==> config.mk <==
export PLATFORM = sky130hd
export DESIGN_NAME = fetch_unit
export DESIGN_NICKNAME = d
export VERILOG_FILES = /design/src/rtl/proc_pkg.sv /design/src/rtl/sync_fifo.sv /design/src/rtl/fetch_unit.sv
export SDC_FILE = /design/constraint.sdc
export NUM_CORES = 1
export LEC_CHECK = 0
export ABC_AREA = 0
export BUFFER_PORTS_ARGS = -buffer_cell sky130_fd_sc_hd__buf_2
export CAP_MARGIN = 30
export CORE_MARGIN = 3
export CORE_UTILIZATION = 40
export CTS_CLUSTER_DIAMETER = 50
export DETAILED_ROUTE_END_ITERATION = 8
export PLACE_DENSITY_LB_ADDON = 0.08
export SKIP_LAST_GASP = 1
export SLEW_MARGIN = 20
export SYNTH_ARGS = -nofsm -noshare
export SYNTH_HDL_FRONTEND = slang
export SYNTH_HIERARCHICAL = 1
export SYNTH_SLANG_ARGS = --single-unit
==> constraint.sdc <==
create_clock -name clk -period 6.8 [get_ports clk]
set_input_delay 1.02 -clock clk [delete_from_list [all_inputs] [get_ports clk]]
set_output_delay 1.02 -clock clk [all_outputs]
set_load 0.01 [all_outputs]
==> src/rtl/proc_pkg.sv <==
// Shared processor constants and the fetch-to-decode entry type.
package proc_pkg;

  localparam int XLEN = 32;
  localparam logic [XLEN-1:0] RESET_PC = 32'h0000_0000;
  localparam logic [31:0] INSTR_NOP = 32'h0000_0013;

  typedef struct packed {
    logic [XLEN-1:0] pc;
    logic [31:0]     instr;
  } fetch_entry_t;

endpackage

==> src/rtl/sync_fifo.sv <==
// Single-clock FIFO for an arbitrary packed entry type; flush beats push/pop.
module sync_fifo #(
  parameter type T     = logic [7:0],
  parameter int  DEPTH = 4
) (
  input  logic                   clk,
  input  logic                   reset,
  input  logic                   push,
  input  T                       push_data,
  input  logic                   pop,
  output T                       pop_data,
  input  logic                   flush,
  output logic                   full,
  output logic                   empty,
  output logic [$clog2(DEPTH):0] count
);

  localparam int AW = $clog2(DEPTH);

  T              mem [DEPTH];
  logic [AW-1:0] wr_ptr;
  logic [AW-1:0] rd_ptr;
  logic          do_push;
  logic          do_pop;

  assign full     = (count == (AW+1)'(DEPTH));
  assign empty    = (count == '0);
  assign do_pop   = pop && !empty;
  // A full FIFO may still accept a write when the head leaves in the same cycle.
  assign do_push  = push && (!full || do_pop);
  assign pop_data = mem[rd_ptr];

  always_ff @(posedge clk) begin
    if (reset || flush) begin
      wr_ptr <= '0;
      rd_ptr <= '0;
      count  <= '0;
    end else begin
      if (do_push) wr_ptr <= wr_ptr + 1'b1;
      if (do_pop)  rd_ptr <= rd_ptr + 1'b1;
      count <= count + (AW+1)'(do_push) - (AW+1)'(do_pop);
    end
  end

  always_ff @(posedge clk) begin
    if (do_push && !flush) mem[wr_ptr] <= push_data;
  end

endmodule

==> src/rtl/fetch_unit.sv <==
// Instruction fetch front end: PC, request issue, prefetch FIFO and redirect flush.
module fetch_unit #(
  parameter int              XLEN       = proc_pkg::XLEN,
  parameter logic [XLEN-1:0] RESET_PC   = proc_pkg::RESET_PC,
  parameter int              FIFO_DEPTH = 4
) (
  input  logic            clk,
  input  logic            reset,
  output logic            imem_req_valid,
  input  logic            imem_req_ready,
  output logic [XLEN-1:0] imem_req_addr,
  input  logic            imem_rsp_valid,
  input  logic [31:0]     imem_rsp_data,
  output logic            if_valid,
  input  logic            if_ready,
  output logic [XLEN-1:0] if_pc,
  output logic [31:0]     if_instr,
  input  logic            redirect_valid,
  input  logic [XLEN-1:0] redirect_pc
);

  import proc_pkg::*;

  localparam int CW = $clog2(FIFO_DEPTH) + 1;
  localparam int OW = $clog2(2 * FIFO_DEPTH) + 1;

  logic [XLEN-1:0] fetch_pc;
  logic [XLEN-1:0] rsp_pc;
  logic [XLEN-1:0] redirect_base;
  logic [OW-1:0]   outstanding;
  logic [OW-1:0]   outstanding_nxt;
  logic [OW-1:0]   drop_cnt;
  logic [OW-1:0]   reserved;
  logic            req_fire;
  logic            rsp_keep;
  logic            pop;
  logic [CW-1:0]   fifo_count;
  logic            fifo_full;
  logic            fifo_empty;
  fetch_entry_t    push_entry;
  fetch_entry_t    head;

  assign redirect_base = {redirect_pc[XLEN-1:2], 2'b00};

  // Every live in-flight request owns a FIFO slot; dropped ones do not.
  assign reserved = OW'(fifo_count) + outstanding - drop_cnt;
  assign imem_req_valid = !reset && !fifo_full
                       && (reserved < OW'(FIFO_DEPTH))
                       && (outstanding < OW'(2 * FIFO_DEPTH));
  assign imem_req_addr  = fetch_pc;

  assign req_fire        = imem_req_valid && imem_req_ready;
  assign rsp_keep        = imem_rsp_valid && (drop_cnt == '0) && !redirect_valid;
  assign pop             = if_valid && if_ready && !redirect_valid;
  assign outstanding_nxt = outstanding + OW'(req_fire) - OW'(imem_rsp_valid);

  assign push_entry = '{pc: rsp_pc, instr: imem_rsp_data};

  always_ff @(posedge clk) begin
    if (reset) begin
      fetch_pc    <= RESET_PC;
      rsp_pc      <= RESET_PC;
      outstanding <= '0;
      drop_cnt    <= '0;
    end else begin
      outstanding <= outstanding_nxt;
      if (redirect_valid) begin
        // Everything still in flight after this cycle belongs to the old path.
        fetch_pc <= redirect_base;
        rsp_pc   <= redirect_base;
        drop_cnt <= outstanding_nxt;
      end else begin
        if (req_fire) fetch_pc <= fetch_pc + XLEN'(4);
        if (rsp_keep) rsp_pc <= rsp_pc + XLEN'(4);
        if (imem_rsp_valid && (drop_cnt != '0)) drop_cnt <= drop_cnt - OW'(1);
      end
    end
  end

  sync_fifo #(
    .T     (fetch_entry_t),
    .DEPTH (FIFO_DEPTH)
  ) u_fifo (
    .clk       (clk),
    .reset     (reset),
    .push      (rsp_keep),
    .push_data (push_entry),
    .pop       (pop),
    .pop_data  (head),
    .flush     (redirect_valid),
    .full      (fifo_full),
    .empty     (fifo_empty),
    .count     (fifo_count)
  );

  assign if_valid = !fifo_empty;
  assign if_pc    = if_valid ? head.pc : '0;
  assign if_instr = if_valid ? head.instr : '0;

endmodule

==> results.ini, run 1 <==
[sta]
post-route-min-period_ns=4.36
setup_viol=0
finalClockSkew_ns=0.0207
unrepaired_setup_endpoints_after_global_routing=no
worst-slew-pin-transition_ns=0.836
final_critical_path_setup_slack_ns=2.44
relative_slew_slack_pct=44.3
final_hold_viol_count=0
final.period_utilization_pct=64.1
final-max-slew-violation-count=0
fmax_ghz=0.229

[cts]
maximum_clock_insertion_buffer_count=3
holdBufCountCts=0
clock-sinks=333
clkLatencyLatePin_ns=0.52
clock_tree.root_cell=clkbuf_16
numCtsBuffers=41
tritoncts_clock_tree=done
path_clk_slew_ns=0.06
cts-htree-levels=2
cts_post_setup_buffers_inserted=0
cts.repair.resized=0

[placed_design]
count_of_buffers_from_port_buffering=163
detailedPlace.worstSlack_ns=2.58
dp.final_hpwl_um=19300
routabilityCongestion=0.788

[routing]
wl_per_cell_um=19.4
firstDrtPassIters=4
drc_errors=0
via_per_inst=5.22
drtAntennaViolNets=0
detail_route.wirelength_um=30500
drt_iter0_markers=374
routed_vias=8239

[floorplan]
chipHeight_um=195
design.die.area_um2=37900
die_w_um=195
starting_density_pct=40.9
core_box_area_um2=34800
io_pins=168
row_count=68

[synth]
yosys-top-cells-area=edfxtp_1, dfxtp_1, mux4_2
synth_edf_count=256
postSynthCellCount=910
yosys.area.top_type_share_pct=54.0
seq_total_area_yosys_pct=64.8
synthArstFlopShare_pct=0
yosysUniqueCellTypes=57
postSynth.topFlopCell=edfxtp_1
ys_top_cells_by_count=edfxtp_1, dfxtp_1, nor2b_1, mux4_2, xnor2_1
synthesis.yosys.warnings=6
ys_ff_latch=333
syn-cell-area_um2=14200
synth_most_common_cell=edfxtp_1
synth_top_cell_by_area=edfxtp_1
synth_area_per_cell_um2=15.6

[power]
worst_ir_drop_vdd_mv=0.150
power_density_nw_per_um2=291
total_power_w=0.00493
leakagePower_nw=5.81

[critical_path]
timing.critical_path.cells=inv_1 > fa_1 > inv_1 > ha_1 > or4_1 > or4_1 > buf_4 > nand2_1 > buf_2
timing.setup.critical_path_class=reg -> out
critPathCaptureType=output port
critical_path.max_fanout=18
slowest_delay_ns=0.49
critical_path_arrival_ns=3.34
required_time_of_the_critical_path_ns=5.78
start_kind=flop
critical-path-slowest-cell=fa_1

[global_routing]
grt-ovfl-total=0
grt.total_usage_pct=16.1
grt_first_pass_wirelength_um=48700
grt_pass1_vias=8519
antenna_found_initial=0
grt_max_degree=66

[job]
max_cap_viol_count=0

[layout]
diodes=0
flow.area_growth_from_synthesis_pct=18.9
layout.nets=1184
share_of_cells_above_drive_strength_1_pct=29.2
fillerInstances=3020
post-route-util_pct=48.7

[status]
outcome=finished clean

[min_path]
min-delay-path-class=reg -> reg

==> placed cells by master (no fill, tap or decap), types with 6 or more instances in the layout <==
cell,count
edfxtp_1,256
buf_2,163
dfxtp_1,75
nor2b_1,69
mux4_2,64
xnor2_1,44
a21boi_0,42
clkbuf_16,42
inv_1,37
o21a_1,26
nand2_1,23
nor2_1,21
nand3_1,19
ha_1,16
buf_4,15
nor3_1,14
nand4_1,13
a211oi_1,13
nor4_1,13
and4_1,12
conb_1,10
o31a_1,9
xor2_1,9
clkbuf_1,8
a21oi_1,7
and3_1,7
mux2i_1,7
and2_1,6
==> area by class of cell <==
| type | instances | area, um^2 | share of cell area (%) |
|---|---|---|---|
| multi-input combinational | 499 | 4670 | 27.6 |
| clock buffer | 50 | 1080 | 6.38 |
| clock inverter | 21 | 221 | 1.31 |
| inverter | 38 | 143 | 0.842 |
| sequential | 333 | 9240 | 54.6 |
| tap | 455 | 569 | 3.36 |
| timing repair buffer | 181 | 1010 | 5.97 |
==> critical path: cells and delay by family, from the launching register on <==
family / cells / cell delay (ns)
simple gates: 3 / 1.02
fa+ha+maj: 2 / 0.80
flops: 1 / 0.46
buf+inv: 4 / 0.56
==> cell families (layout without fill, tap and decap cells) <==
group	count (synthesis)	in the layout	share of synthesized area, %
simple gates	220	220	9.11
mux	71	71	10.6
other cells	1	10	0.0263
buf+inv	87	290	2.79
xor+xnor	54	54	3.43
compound gates	124	124	7.23
flops	333	333	64.8
fa+ha+maj	20	20	1.97
==> through the flow <==
stage                     hold WS [ns]  TNS, ns  area, um^2  std cells
after floorplan                  0.471  -130.43       14300        919
final                            0.507        0       16900       1577
after global routing             0.559        0       16900       1577
after detailed placement         0.500        0       15600       1505
after global placement           0.491        0       15500       1503
after CTS                        0.508        0       16900       1576
==> flip-flops by register name, summed over array words and instances, names as in the netlist, named ones only <==
| register | count |
|---|---|
| imem_req_addr | 30 |
| u_fifo/mem | 256 |
| u_fifo/wr_ptr | 2 |
| outstanding | 4 |
| drop_cnt | 4 |
| rsp_pc | 30 |
| u_fifo/count | 3 |
| u_fifo/rd_ptr | 2 |
==> worst paths after layout <==
check | endpoint | cells past startpoint | slack (ns) | start
min reg2reg | u_fifo/wr_ptr[0] | 2 | 0.51 | u_fifo/wr_ptr[0]
max | imem_req_valid | 9 | 2.44 | u_fifo/count[2]
max reg2reg | drop_cnt[1] | 17 | 2.66 | u_fifo/count[2]
min | u_fifo/wr_ptr[0] | 2 | 0.51 | u_fifo/wr_ptr[0]
==> report_power, final <==
part	internal, W	total [W]	switching, W
Clock	0.00125	0.00207	0.000816
Combinational	0.000224	0.000505	0.000281
Sequential	0.00227	0.00235	0.0000770
==> metal layers <==
| layer | vias up | routed length [um] | global-route usage, % | part of all wire [%] |
|---|---|---|---|---|
| li1 | 3845 | - | - | - |
| met1 | 4162 | 14300 | 23.0 | 47 |
| met2 | 182 | 14300 | 25.8 | 47 |
| met3 | 50 | 1390 | 3.03 | 4.6 |
| met4 | 0 | 544 | 3.67 | 1.8 |
| met5 | - | 0 | 0 | 0 |
No activity file was read; power rests on OpenSTA's default activity.
==> run 2, diff against run 1 <==
--- a/config.mk
+++ b/config.mk
@@ -5,7 +5,7 @@
 export SDC_FILE = /design/constraint.sdc
 export NUM_CORES = 1
 export LEC_CHECK = 0
-export ABC_AREA = 0
+export ABC_AREA = 1
 export BUFFER_PORTS_ARGS = -buffer_cell sky130_fd_sc_hd__buf_2
 export CAP_MARGIN = 30
 export CORE_MARGIN = 3
==> constraint.sdc (replaced) <==
create_clock -name clk -period 4.1 [get_ports clk]
set_input_delay 0.615 -clock clk [delete_from_list [all_inputs] [get_ports clk]]
set_output_delay 0.615 -clock clk [all_outputs]
set_load 0.01 [all_outputs]
==> run 2 against run 1 <==
Net effect: largest power group unchanged; first-iteration DRC count rose by 57%; count of clock-buffer cells in the layout rose by 1; highest routed layer unchanged; critical path type is now reg -> reg; critical path depth rose by 10.
==> results.ini, run 2 <==
[synth]
yosysUniqueCellTypes=42
yosys-top-cells-area=edfxtp_1, dfxtp_1, nand2_1
muxShareOfSynthArea_pct=0
yosys.area.top_type_share_pct=49.3
postSynth.topFlopCell=edfxtp_1
synth_area_per_cell_um2=9.21
seq_total_area_yosys_pct=59.2
synth_fa_ha_area_share_pct=1.80
postSynthCellCount=1694
synthesis.yosys.warnings=6
synth_top_cell_by_area=edfxtp_1
synth_top_family_by_area=simple AND/OR/NAND/NOR gates
ys_ff_latch=333
post_synth_and_or_nand_nor_area_fraction_pct=19.9
synth_xor_area_share_pct=1.29
synth_edf_count=256
synthArstFlopShare_pct=0
synth_most_common_cell=nand2_1
syn-cell-area_um2=15600
synth_compound_gate_area_share_pct=10.5
ys_top_cells_by_count=nand2_1, nor2_1, edfxtp_1, inv_1, o21ai_0

[sta]
worst-slew-pin-transition_ns=0.867
final_hold_viol_count=0
unrepaired_setup_endpoints_after_global_routing=no
setup_viol=0
finalClockSkew_ns=0.0218
timing.setup.tns_ns=0
final_critical_path_setup_slack_ns=0.682
final-max-slew-violation-count=0
relative_slew_slack_pct=42.2
final.period_utilization_pct=83.4
fmax_ghz=0.293
post-route-min-period_ns=3.42

[critical_path]
critical_path.top_delay_family=adder cells
critical_path.max_fanout=3
timing.setup.critical_path_class=reg -> reg
required_time_of_the_critical_path_ns=4.56
critical-path-slowest-cell=fa_1
critical_path_arrival_ns=3.88
timing.critical_path.cells=inv_1 > fa_1 > inv_1 > ha_1 > nand3_1 > nand2_1 > nand2_1 > nand2_1 > nor2_1 > nand4_2 > ha_1 > inv_1 > ha_1 > inv_1 > fa_1 > xor2_1 > o21ai_0 > nor2_1 > a211oi_1
slowest_delay_ns=0.54
path_common_cell=inv_1
critPathCaptureType=flop
path_buf_inv=4
start_kind=flop

[layout]
layout.nets=1942
finish.cell_count_without_fillers=2396
register_with_the_most_flip_flops=u_fifo/mem
flow.area_growth_from_synthesis_pct=17.3
largest_register_ff_count=256
most_frequent_cells_in_the_layout=nand2_1, nor2_1, edfxtp_1
commonest_non_fill_non_tap_cell_in_the_layout=nand2_1
diodes=0
design_area_um2=18300
share_of_cells_above_drive_strength_1_pct=15.2

[placed_design]
count_of_buffers_from_port_buffering=163
dpl-instance-area_um2=16900
routabilityCongestion=0.884
dp.cells=2320
detailedPlace.worstSlack_ns=0.676
dp.final_hpwl_um=26300

[cts]
tritoncts_clock_tree=done
cts.repair.resized=0
cts_post_setup_buffers_inserted=0
clkLatencyLatePin_ns=0.56
numCtsBuffers=41
maximum_clock_insertion_buffer_count=3
clock_tree.root_cell=clkbuf_16
path_clk_slew_ns=0.06
clock-sinks=333
cts-htree-levels=2
holdBufCountCts=0

[routing]
via_per_inst=4.99
drc_errors=0
wl_per_cell_um=17.0
drt_iter0_markers=586
firstDrtPassIters=5
detail_route.wirelength_um=40700
routed_vias=12000
drtAntennaViolNets=0

[power]
share_comb_of_total_power_pct=11.7
seq_power_share_pct=46.2
power_density_nw_per_um2=466
pwr-share-clk_pct=42.1
netSwitchingPower_w=0.00219
worst_ir_drop_vdd_mv=0.318
p_int_w=0.00633
p_sw_share_pct=25.7
leakagePower_nw=7.28

[global_routing]
grt.total_usage_pct=19.6
grt-ovfl-total=0
antenna_found_initial=0
grt_max_degree=79
grt_pass1_vias=11600
grt_first_pass_wirelength_um=63800

[floorplan]
design.die.area_um2=41400
row_count=71
io_pins=168
chipHeight_um=203
starting_density_pct=41.0
die_w_um=203
core_box_area_um2=38000

[job]
max_cap_viol_count=0

[min_path]
min-delay-path-class=in -> reg

[status]
outcome=finished clean

==> run 2: cell types whose count changed after synthesis, sizes merged, moves of 38 or more <==
cell	previous run	this run
nor2	21	298
nand3	19	88
nand2	24	334
xnor2	44	6
a21oi	7	60
o22ai	0	64
a21boi	44	0
nor2b	69	0
mux4	64	0
inv	38	181
o21ai	3	168
==> run 2: final timing paths <==
path                                       start  cells past startpoint  slack (ns)                to
worst max-delay path              outstanding[1]                     19        0.68       drop_cnt[2]
worst min-delay path            imem_rsp_data[1]                      1        0.29  u_fifo/mem[0][1]
worst max register to register    outstanding[1]                     19        0.68       drop_cnt[2]
worst min register to register  u_fifo/rd_ptr[0]                      2        0.51              flop
==> run 2: power groups by stage <==
stage | combinational, W | clock, W | sequential (W)
after detailed placement | 0.00101 | 0 | 0.00401
after global routing | 0.00116 | 0.00384 | 0.00396
after CTS | 0.00101 | 0.00369 | 0.00394
after global placement | 0.000991 | 0 | 0.00400
final | 0.00100 | 0.00359 | 0.00394
after floorplan | 0.000703 | 0 | 0.00397
==> run 2: metrics by stage <==
stage	utilization, %	hold slack [ns]	power, W
2_1_floorplan	-	0.468	0.00467
3_3_place_gp	44.5	0.485	0.00500
3_5_place_dp	44.5	0.510	0.00502
4_1_cts	48.1	0.252	0.00864
5_1_grt	48.1	0.265	0.00895
6_report	48.1	0.288	0.00852
==> run 2: logic make-up (layout without fill, tap and decap cells) <==
| group | count (synthesis) | in the layout |
|---|---|---|
| xor+xnor | 23 | 23 |
| other cells | 1 | 10 |
| compound gates | 306 | 306 |
| flops | 333 | 333 |
| buf+inv | 261 | 443 |
| fa+ha+maj | 20 | 20 |
| simple gates | 750 | 750 |
==> run 2: routing by layer <==
layer,GRT usage (%),wire length [um]
met1,26.3,18600
met2,32.8,19400
met3,3.27,1750
met4,6.00,899
met5,0,0
==> run 2: final cells by class <==
type | instances | area [um^2]
fillers | 3804 | 19700
clock buffers | 51 | 1120
inverters | 182 | 686
well taps | 511 | 639
multi-input cells | 1109 | 5280
repair buffers | 185 | 1090
flip-flops and latches | 333 | 9230
clock inverters | 25 | 245
==> run 3, diff against run 2 <==
==> constraint.sdc (replaced) <==
create_clock -name clk -period 3.05 [get_ports clk]
set_input_delay 0.4575 -clock clk [delete_from_list [all_inputs] [get_ports clk]]
set_output_delay 0.4575 -clock clk [all_outputs]
set_load 0.01 [all_outputs]
==> run 3 against run 2 <==
Net effect: the flow now finishes with violations (setup timing); final cell count is 0.63% higher; register-to-register slack worse by 0.73 ns; critical path depth is 1 lower; largest cell class unchanged; clock skew is 0.0034 ns higher.
==> results.ini, run 3 (synthesis gave the netlist of run 2 again) <==
[status]
outcome=finished, violations left
violated_checks=setup timing

[cts]
clock_tree.root_cell=clkbuf_16
maximum_clock_insertion_buffer_count=3
clock-sinks=333
cts-htree-levels=2
clkLatencyLatePin_ns=0.54
numCtsBuffers=42
path_clk_slew_ns=0.06
tritoncts_clock_tree=done

[layout]
register_with_the_most_flip_flops=u_fifo/mem
post-route-util_pct=48.9
share_of_cells_above_drive_strength_1_pct=17.5
fillerInstances=3718
finish.cell_count_without_fillers=2411
flow.area_growth_from_synthesis_pct=19.2
commonest_non_fill_non_tap_cell_in_the_layout=nand2_1
most_frequent_cells_in_the_layout=nand2_1, nor2_1, edfxtp_1
largest_register_ff_count=256
layout.nets=1956

[routing]
drtAntennaViolNets=0
routed_vias=12100
drc_errors=0
detail_route.wirelength_um=41300
drt_iter0_markers=646
wl_per_cell_um=17.1
firstDrtPassIters=5
via_per_inst=5.04

[power]
worst_ir_drop_vdd_mv=0.485
power_density_nw_per_um2=641
leakagePower_nw=7.38

[floorplan]
io_pins=168
design.die.area_um2=41400
core_box_area_um2=38000
die_w_um=203
row_count=71
starting_density_pct=41.0
chipHeight_um=203

[critical_path]
required_time_of_the_critical_path_ns=3.43
r2r_start=u_fifo/count[2]
rrSetupSlack_ns=-0.05
slowest_delay_ns=0.54
worstSetupStartpoint=u_fifo/count[2]
worst_r2r_endpoint=drop_cnt[1]
timing.setup.critical_path_class=reg -> reg
start_kind=flop
critPathCaptureType=flop
ff2ff_path_depth=18
path_buf_inv=5
timing.critical_path.cells=inv_2 > fa_1 > inv_2 > ha_4 > nand2_2 > nand2_2 > nor2_4 > inv_1 > nand2_2 > nand4_4 > ha_4 > inv_2 > ha_4 > inv_2 > fa_2 > nor2_2 > nor3_2 > a211oi_1
critical_path.top_delay_family=adder cells
critical-path-slowest-cell=fa_1
critical_path_cell_count=18
critical_path.max_fanout=4
critical_path_arrival_ns=3.47
path_common_cell=inv_2

[placed_design]
count_of_buffers_from_port_buffering=163
dp.final_hpwl_um=25700
dp.cells=2332
routabilityCongestion=0.887

[global_routing]
grt-ovfl-total=0
antenna_found_initial=0
grt_first_pass_wirelength_um=64800
grt_pass1_vias=11800
grt_max_degree=129
grt.total_usage_pct=19.7

[min_path]
hold_path_depth=1
hold_end=u_fifo/mem[1][28]
hold_start=imem_rsp_data[28]
min-delay-path-class=in -> reg

[sta]
final_hold_viol_count=0
final.period_utilization_pct=102
post-route-min-period_ns=3.10
unrepaired_setup_endpoints_after_global_routing=yes
finalClockSkew_ns=0.0252
worst-slew-pin-transition_ns=0.693
relative_slew_slack_pct=53.8
fmax_ghz=0.323
final_critical_path_setup_slack_ns=-0.0493
final-max-slew-violation-count=0
setup_viol=2

[job]
max_cap_viol_count=0

## run 3: changes by cell type in the layout (fill, tap and decap cells not counted), moves of 3 or more
cell	before	now
buf_4	13	23
dfxtp_2	1	5
dfxtp_1	75	71
inv_2	7	14
nand2_1	327	321
nor2_1	285	281
nand2_2	5	11
nor2_4	6	9
ha_1	16	12
nand3_1	86	83
ha_4	0	4
inv_1	174	167
inv_8	0	3
## run 3: worst max-delay path by stage
stage                       endpoint
floorplan           u_fifo/mem[0][0]
global placement         drop_cnt[2]
detailed placement       drop_cnt[2]
CTS                      drop_cnt[1]
global route             drop_cnt[2]
finish                   drop_cnt[1]
## run 3: layout make-up
| class | instances | area (um^2) | share of cell area [%] |
|---|---|---|---|
| tap | 511 | 639 | 3.44 |
| timing repair buffer | 198 | 1220 | 6.56 |
| antenna | 1 | 2.50 | 0.0135 |
| inverter | 182 | 686 | 3.69 |
| clock inverter | 28 | 287 | 1.54 |
| sequential | 333 | 9240 | 49.7 |
| clock buffer | 49 | 1100 | 5.91 |
| multi-input combinational | 1109 | 5420 | 29.1 |
## run 3: stage by stage
step                hold WS, ns  area [um^2]  total power, W  setup TNS, ns  worst slack [ns]
finish                    0.133        18600          0.0119        -0.0854           -0.0493
global route              0.111        18600          0.0125         -0.388            -0.198
CTS                      0.0999        18500          0.0119         -0.138           -0.0963
detailed placement        0.501        17100         0.00687         -0.355            -0.171
global placement          0.486        17100         0.00685         -0.334            -0.156
floorplan                 0.468        15700         0.00633        -154.82            -0.603
## run 3: metal layers
metal / GRT usage [%] / vias up / wire [um]
li1: - / 6015 / -
met1: 27.1 / 5762 / 18700
met2: 32.7 / 306 / 19600
met3: 2.75 / 66 / 2040
met4: 5.63 / 0 / 970
met5: 0 / - / 0
## run 3: power by group
part / internal [W] / switching (W)
Sequential: 0.00508 / 0.000208
Clock: 0.00296 / 0.00193
Combinational: 0.000687 / 0.00104
## run 3: what timing repair did
| item | CTS | global route |
|---|---|---|
| buffers inserted | 0 | 2 |
| setup endpoints to repair | 3 | 6 |
| gates cloned | 0 | 0 |
| hold buffers | 0 | 0 |
| gates resized for setup | 11 | 16 |
| pin swaps | 14 | 4 |
